`src/rtl/pipe_ctrl_pkg.sv`:
```
// pipe_ctrl_pkg: shared constants for the pipeline stall/flush controller.
//   - stage indices STG_PC..STG_WB (bit positions in the stop bus)
//   - stop bus width and per-bit Stop/NoStop values
//   - stall patterns STALL_NONE/IF/ID/EX/MEM
//   - INITIAL_PC and ZERO_WORD
//   - stall_src_e: the winning stall source, and stall_pattern() which maps it to a stop bus
package pipe_ctrl_pkg;

   localparam int unsigned STG_PC  = 0;
   localparam int unsigned STG_IF  = 1;
   localparam int unsigned STG_ID  = 2;
   localparam int unsigned STG_EX  = 3;
   localparam int unsigned STG_MEM = 4;
   localparam int unsigned STG_WB  = 5;

   localparam int unsigned STOP_BUS_W = 6;
   typedef logic [STOP_BUS_W-1:0] stop_bus_t;

   localparam logic STOP    = 1'b1;
   localparam logic NO_STOP = 1'b0;

   // A requester at stage k stops stages 0..k; stage k+1 bubbles itself.
   localparam stop_bus_t STALL_NONE = 6'b000000;
   localparam stop_bus_t STALL_IF   = 6'b000011;
   localparam stop_bus_t STALL_ID   = 6'b000111;
   localparam stop_bus_t STALL_EX   = 6'b001111;
   localparam stop_bus_t STALL_MEM  = 6'b011111;

   localparam logic [31:0] INITIAL_PC = 32'h0000_0000;
   localparam logic [31:0] ZERO_WORD  = 32'h0000_0000;

   typedef enum logic [2:0] {
      SRC_NONE,
      SRC_IF,
      SRC_ID,
      SRC_EX,
      SRC_MEM,
      SRC_FLUSH
   } stall_src_e;

   function automatic stop_bus_t stall_pattern(input stall_src_e src);
      stop_bus_t pat;
      pat = STALL_NONE;
      case (src)
         SRC_IF:  pat = STALL_IF;
         SRC_ID:  pat = STALL_ID;
         SRC_EX:  pat = STALL_EX;
         SRC_MEM: pat = STALL_MEM;
         default: pat = STALL_NONE;
      endcase
      return pat;
   endfunction

endpackage

```
`src/rtl/pipe_ctrl_mc_timer.sv`:
```
// pipe_ctrl_mc_timer: cycle timer for multi-cycle EX ops (mult/div).
// Ports:
//   clk_i, rst_i   clock, synchronous active-high reset
//   start_i        EX starts a multi-cycle op (pulse)
//   cycles_i       op length N, sampled with start_i
//   flush_i        pipeline flush: abandons the op and suppresses done
//   busy_o         op in progress (counter non-zero)
//   done_o         registered one-cycle pulse, first cycle after the EX stall
//   ex_stall_o     EX stall request (accepted start this cycle or busy)
module pipe_ctrl_mc_timer
   import pipe_ctrl_pkg::*;
#(
   parameter int unsigned MC_CNT_W = 6
) (
   input  logic                clk_i,
   input  logic                rst_i,
   input  logic                start_i,
   input  logic [MC_CNT_W-1:0] cycles_i,
   input  logic                flush_i,
   output logic                busy_o,
   output logic                done_o,
   output logic                ex_stall_o
);

   logic [MC_CNT_W-1:0] cnt_q, cnt_d;
   logic                done_q, done_d;
   logic                accept;

   assign busy_o     = (cnt_q != '0);
   assign accept     = start_i & ~busy_o & ~flush_i & ~rst_i & (cycles_i != '0);
   // The accepting cycle is itself a stall cycle, so the counter is loaded
   // with N-1 to give exactly N stalled cycles in total.
   assign ex_stall_o = accept | busy_o;
   assign done_o     = done_q;

   always_comb begin
      cnt_d  = cnt_q;
      done_d = 1'b0;
      if (flush_i) begin
         cnt_d = '0;
      end else if (accept) begin
         cnt_d  = cycles_i - MC_CNT_W'(1);
         done_d = (cycles_i == MC_CNT_W'(1));
      end else if (busy_o) begin
         cnt_d  = cnt_q - MC_CNT_W'(1);
         done_d = (cnt_q == MC_CNT_W'(1));
      end
   end

   always_ff @(posedge clk_i) begin
      if (rst_i) begin
         cnt_q  <= '0;
         done_q <= 1'b0;
      end else begin
         cnt_q  <= cnt_d;
         done_q <= done_d;
      end
   end

endmodule

```
`src/rtl/pipe_ctrl.sv`:
```
// pipe_ctrl: central stall/flush controller for the 6-stage pipeline
// (pc, if, id, ex, mem, wb).
// Ports:
//   clk, rst                      clock, synchronous active-high reset
//   if_stallreq, id_stallreq      fetch not ready / load-use hazard
//   ex_mc_start, ex_mc_cycles     multi-cycle op start and length
//   ex_mc_busy, ex_mc_done        multi-cycle op in progress / result ready pulse
//   mem_req, mem_ack              data access pending / completing
//   mem_timeout                   one-cycle pulse when the mem wait limit is hit
//   excp_valid, excp_handler_pc   exception commit and redirect target
//   stall[5:0]                    bit0 pc .. bit5 wb, 1 = stop
//   flush, new_pc                 kill in-flight stages, redirect PC
//   perf_stall_cyc, perf_flush_cnt  performance counters
// Optional: define STALL_PERF_CNT_EN to enable the performance counters;
// otherwise the perf ports are tied to zero.
module pipe_ctrl
   import pipe_ctrl_pkg::*;
#(
   parameter int unsigned MC_CNT_W    = 6,
   parameter int unsigned MEM_TIMEOUT = 255,
   parameter int unsigned MEM_CNT_W   = 8
) (
   input  logic                  clk,
   input  logic                  rst,
   input  logic                  if_stallreq,
   input  logic                  id_stallreq,
   input  logic                  ex_mc_start,
   input  logic [MC_CNT_W-1:0]   ex_mc_cycles,
   output logic                  ex_mc_busy,
   output logic                  ex_mc_done,
   input  logic                  mem_req,
   input  logic                  mem_ack,
   output logic                  mem_timeout,
   input  logic                  excp_valid,
   input  logic [31:0]           excp_handler_pc,
   output logic [STOP_BUS_W-1:0] stall,
   output logic                  flush,
   output logic [31:0]           new_pc,
   output logic [31:0]           perf_stall_cyc,
   output logic [31:0]           perf_flush_cnt
);

   localparam logic [MEM_CNT_W-1:0] WAIT_MAX = MEM_CNT_W'(MEM_TIMEOUT);

   logic       flush_w;
   logic       mem_stall_w;
   logic       ex_stall_w;
   stall_src_e src;

   // Combinational outputs are forced quiet while reset is asserted so that
   // downstream registers see no stall/flush during reset.
   assign flush_w     = ~rst & excp_valid;
   assign flush       = flush_w;
   assign new_pc      = flush_w ? excp_handler_pc : ZERO_WORD;
   assign mem_stall_w = mem_req & ~mem_ack;

   pipe_ctrl_mc_timer #(
      .MC_CNT_W(MC_CNT_W)
   ) u_mc_timer (
      .clk_i      (clk),
      .rst_i      (rst),
      .start_i    (ex_mc_start),
      .cycles_i   (ex_mc_cycles),
      .flush_i    (flush_w),
      .busy_o     (ex_mc_busy),
      .done_o     (ex_mc_done),
      .ex_stall_o (ex_stall_w)
   );

   always_comb begin
      src = SRC_NONE;
      if (rst)              src = SRC_NONE;
      else if (flush_w)     src = SRC_FLUSH;
      else if (mem_stall_w) src = SRC_MEM;
      else if (ex_stall_w)  src = SRC_EX;
      else if (id_stallreq) src = SRC_ID;
      else if (if_stallreq) src = SRC_IF;
   end

   assign stall = stall_pattern(src);

   // Data-memory wait tracker: counts consecutive unacked cycles, saturating.
   logic [MEM_CNT_W-1:0] mem_wait_q, mem_wait_d;
   logic                 mem_timeout_q, mem_timeout_d;

   always_comb begin
      mem_wait_d    = '0;
      mem_timeout_d = 1'b0;
      if (!flush_w && mem_stall_w) begin
         mem_wait_d    = (mem_wait_q == WAIT_MAX) ? mem_wait_q : mem_wait_q + MEM_CNT_W'(1);
         mem_timeout_d = (mem_wait_q == WAIT_MAX - MEM_CNT_W'(1));
      end
   end

   always_ff @(posedge clk) begin
      if (rst) begin
         mem_wait_q    <= '0;
         mem_timeout_q <= 1'b0;
      end else begin
         mem_wait_q    <= mem_wait_d;
         mem_timeout_q <= mem_timeout_d;
      end
   end

   assign mem_timeout = mem_timeout_q;

`ifdef STALL_PERF_CNT_EN
   logic [31:0] perf_stall_q, perf_flush_q;

   always_ff @(posedge clk) begin
      if (rst) begin
         perf_stall_q <= '0;
         perf_flush_q <= '0;
      end else begin
         if (stall != STALL_NONE) perf_stall_q <= perf_stall_q + 32'd1;
         if (flush_w)             perf_flush_q <= perf_flush_q + 32'd1;
      end
   end

   assign perf_stall_cyc = perf_stall_q;
   assign perf_flush_cnt = perf_flush_q;
`else
   assign perf_stall_cyc = '0;
   assign perf_flush_cnt = '0;
`endif

endmodule

```
`config.mk`:
```
export PLATFORM = sky130hd
export DESIGN_NAME = pipe_ctrl
export DESIGN_NICKNAME = d
export VERILOG_FILES = /design/src/rtl/pipe_ctrl_pkg.sv /design/src/rtl/pipe_ctrl_mc_timer.sv /design/src/rtl/pipe_ctrl.sv
export SDC_FILE = /design/constraint.sdc
export NUM_CORES = 1
export LEC_CHECK = 0
export ABC_AREA = 1
export CORE_ASPECT_RATIO = 1.4
export CORE_MARGIN = 1
export CORE_UTILIZATION = 34
export DETAILED_ROUTE_END_ITERATION = 8
export PLACE_DENSITY = 0.83
export SLEW_MARGIN = 20
export SYNTH_ARGS = -nofsm -noshare
export SYNTH_HDL_FRONTEND = slang
export SYNTH_SLANG_ARGS = --single-unit
```
`constraint.sdc`:
```
create_clock -name clk -period 1.85 [get_ports clk]
set_input_delay 0.2775 -clock clk [delete_from_list [all_inputs] [get_ports clk]]
set_output_delay 0.2775 -clock clk [all_outputs]
set_load 0.05 [all_outputs]
```
==> flow_summary.toml <==
[setup_path]
rr_startpoint = "mem_wait_q[0]"
crit_required_ns = 1.57
path_class = "register to output pin"
crit_cells = 8
crit_buf_inv = 2
critPathLaunch = "u_mc_timer.cnt_q[0]"
critPathSlowestCell = "dfxtp_1"
r2r_cells = 7
rrSetupSlack_ns = 0.24
setup.worst_path.start_class = "register"
cp_data_arrival_time_ns = 1.51
setup.worst_path.end = "stall[1]"
r2r_end = "mem_wait_q[0]"
max_stage_delay_ns = 0.33
worstPathCellList = "inv_2 -> ha_2 -> nand3_4 -> a21oi_4 -> nand2_1 -> nand2_2 -> o21ai_4 -> buf_12"
setup.worst_path.end_class = "output pin"
crit_family = "flip-flops"
worstPathMaxFanout = 3

[place]
port_buffers = 86
gp_congestion = 0.869
detailed_place_hpwl_um = 4440
dpl-instance-area_sq_mm = 0.00323

[yosys]
ys.warnings.count = 0
yosysTopAreaCell = "buf_4"
synthDistinctLibCells = 31
ys_seq_area_share_pct = 17.0
synth_adder_area_share_pct = 4.65
synth_top_family_by_area = "buffers and inverters"
synth_top_cells_by_area = "buf_4 26%, dfxtp_1 17%, inv_1 11%"
syn-mean-instance-area_sq_um = 6.43
synth_compound_area_share_pct = 6.78
synth_edf_count = 0
synth_top_area_share_pct = 26.3
synthCells = 293
ys_ff_latch = 16
synthSimpleGateAreaFrac_pct = 29.5
netlist_area_sq_mm = 0.00188
yosys.area_share.xor_xnor_pct = 2.79
async_reset_ff_share_pct = 0
synth_ff_type = "dfxtp_1"
synth_mux_area_share_pct = 0

[timing]
setup_viol = 0
finalHoldViolations = 0
holdWs_ns = 0.520
period_needed_ns = 1.79
tightest_slew_ns = 0.502
slew-limit-headroom_pct = 66.4
period_share_pct = 96.6
max_clock_freq_mhz = 560
drv_slew = 0
tns_ns = 0
finClkSkew_ns = 0.00408

[final_layout]
post-route-util_pct = 63.9
final-seq-area_sq_um = 320
area_delta_synth_final_pct = 77.6
nets = 456
layout_common_cells = "65 x conb_1, 53 x inv_1, 39 x clkdlybuf4s50_1"
antenna_cells = 0
drive_gt1_share_pct = 32.4
final_common_cell = "conb_1"
n_fill_cell = 416
fin_area_sq_mm = 0.00334
multi_input_area_sq_mm = 0.00126

[clocking]
max-clock-path-buffers = 2
cts_tree = "built"
clkLatencyLatePin_ns = 0.26
cts.sinks = 16
cts_max_level = 1
cts.clk_slew.worst_paths_ns = 0.06
clockRootBuffer = "clkbuf_8"
cts_buffers = 3
hold_buffers = 0

[power]
swShare_pct = 52.0
seq_power_share_pct = 15.4
pwr-share-comb_pct = 75.5
clock_power_share_pct = 9.1
p_int_mw = 1.43
p_sw_mw = 1.55
ir_worst_vdd_uv = 518
p_leak_nw = 1.65
power_density_mw_per_mm2 = 890

[hold_path]
hold_class = "register to register"
hp-start = "mem_wait_q[4]"

[routing]
drt_wl_total_um = 5210
drt-wirelength-per-cell_um = 11.1
drc = 0
vias_per_cell = 4.07
via_count = 1901
antenna_left = 0
drt_iter0_markers = 34
dr.pass1.iters = 4

[global_route]
grt_pass1_wl_um = 8270
grt_start_max_net_pins = 19
grt_remaining_overflow = 0
grt.total_usage_pct = 18.1
grt_antenna_before_repair = 0
first_global_vias = 1764

[die]
initial_utilization_pct = 36.0
ios = 152
die_w_um = 64.9
row_count = 31
core_area_sq_mm = 0.00524
die_h_um = 90.1
die_area_sq_mm = 0.00584

[run_status]
status = "completed"

[run]
maxCapViolations = 0
==> flip-flops by register name (all words and copies together), names as in the netlist <==
name,count
mem_wait_q,8
u_mc_timer.cnt_q,6
u_mc_timer.done_o,1
mem_timeout,1
==> worst min-delay path: cells and delay by family (launching register included) <==
family           cells  cell delay, ns
AND/OR/NAND/NOR      2            0.14
flip-flops           1            0.34
==> cells in the mapped netlist (2+ instances only) <==
master / count
o21ai_1: 5
dfxtp_1: 16
nand2_1: 27
nor2_1: 52
ha_1: 7
o21ai_2: 2
nand4_1: 4
nor2_4: 4
or2_1: 2
nand3_1: 8
nand3_2: 2
xnor2_1: 3
xor2_1: 3
a21oi_1: 8
nor3_1: 5
a21oi_2: 2
nor2_2: 2
clkbuf_1: 3
o21ai_0: 4
buf_4: 66
nand2_2: 2
inv_1: 57
==> worst min path at each step <==
stage                                endpoint  slack, ns  depth (start not counted)
final                             mem_timeout       0.52                          2
after global routing              mem_timeout       0.54                          2
after floorplan           u_mc_timer.cnt_q[0]       0.45                          3
after detailed placement          mem_timeout       0.51                          2
after CTS                         mem_timeout       0.52                          2
after global placement          mem_wait_q[7]       0.49                          2
==> routing by layer <==
layer	global-route usage [%]	routed length (um)	up-vias
met2	35.9	3010	83
met4	5.19	121	0
met5	0	0	-
met3	2.79	233	13
li1	-	-	963
met1	18.6	1840	842
==> layout make-up <==
class	instances	share of cell area [%]
timing repair buffer	111	42.5
tap	66	2.47
clock buffer	3	1.23
multi-input combinational	213	37.7
inverter	58	6.51
sequential	16	9.58
==> what timing repair did <==
| item | in CTS | in global routing |
|---|---|---|
| resized for setup | 19 | 2 |
| setup buffers | 4 | 1 |
| endpoints found under the setup margin | 7 | 4 |
| pin swaps | 8 | 0 |
==> power groups by stage <==
| stage | clock [mW] | combinational [mW] | sequential, mW |
|---|---|---|---|
| 4_1_cts | 0.273 | 2.21 | 0.458 |
| 6_report | 0.271 | 2.25 | 0.459 |
| 2_1_floorplan | 0 | 1.60 | 0.465 |
| 5_1_grt | 0.286 | 2.40 | 0.465 |
| 3_5_place_dp | 0 | 2.20 | 0.466 |
| 3_3_place_gp | 0 | 2.15 | 0.465 |
==> logic make-up after synthesis <==
family	Yosys count
other	1
adder cells (fa/ha/maj)	7
AND/OR/NAND/NOR	113
AO/OA/AOI/OAI	22
buffers and inverters	128
flip-flops	16
XOR/XNOR	6
==> per-stage QoR <==
step                std cells  setup slack (ns)  power [mW]
finish                    467            0.0628        2.98
global route              467          -0.00238        3.15
CTS                       466            0.0240        2.95
detailed placement        459            -0.250        2.66
global placement          459            -0.181        2.62
floorplan                 357           -0.0479        2.07
Power figures use the tool's default switching activity.
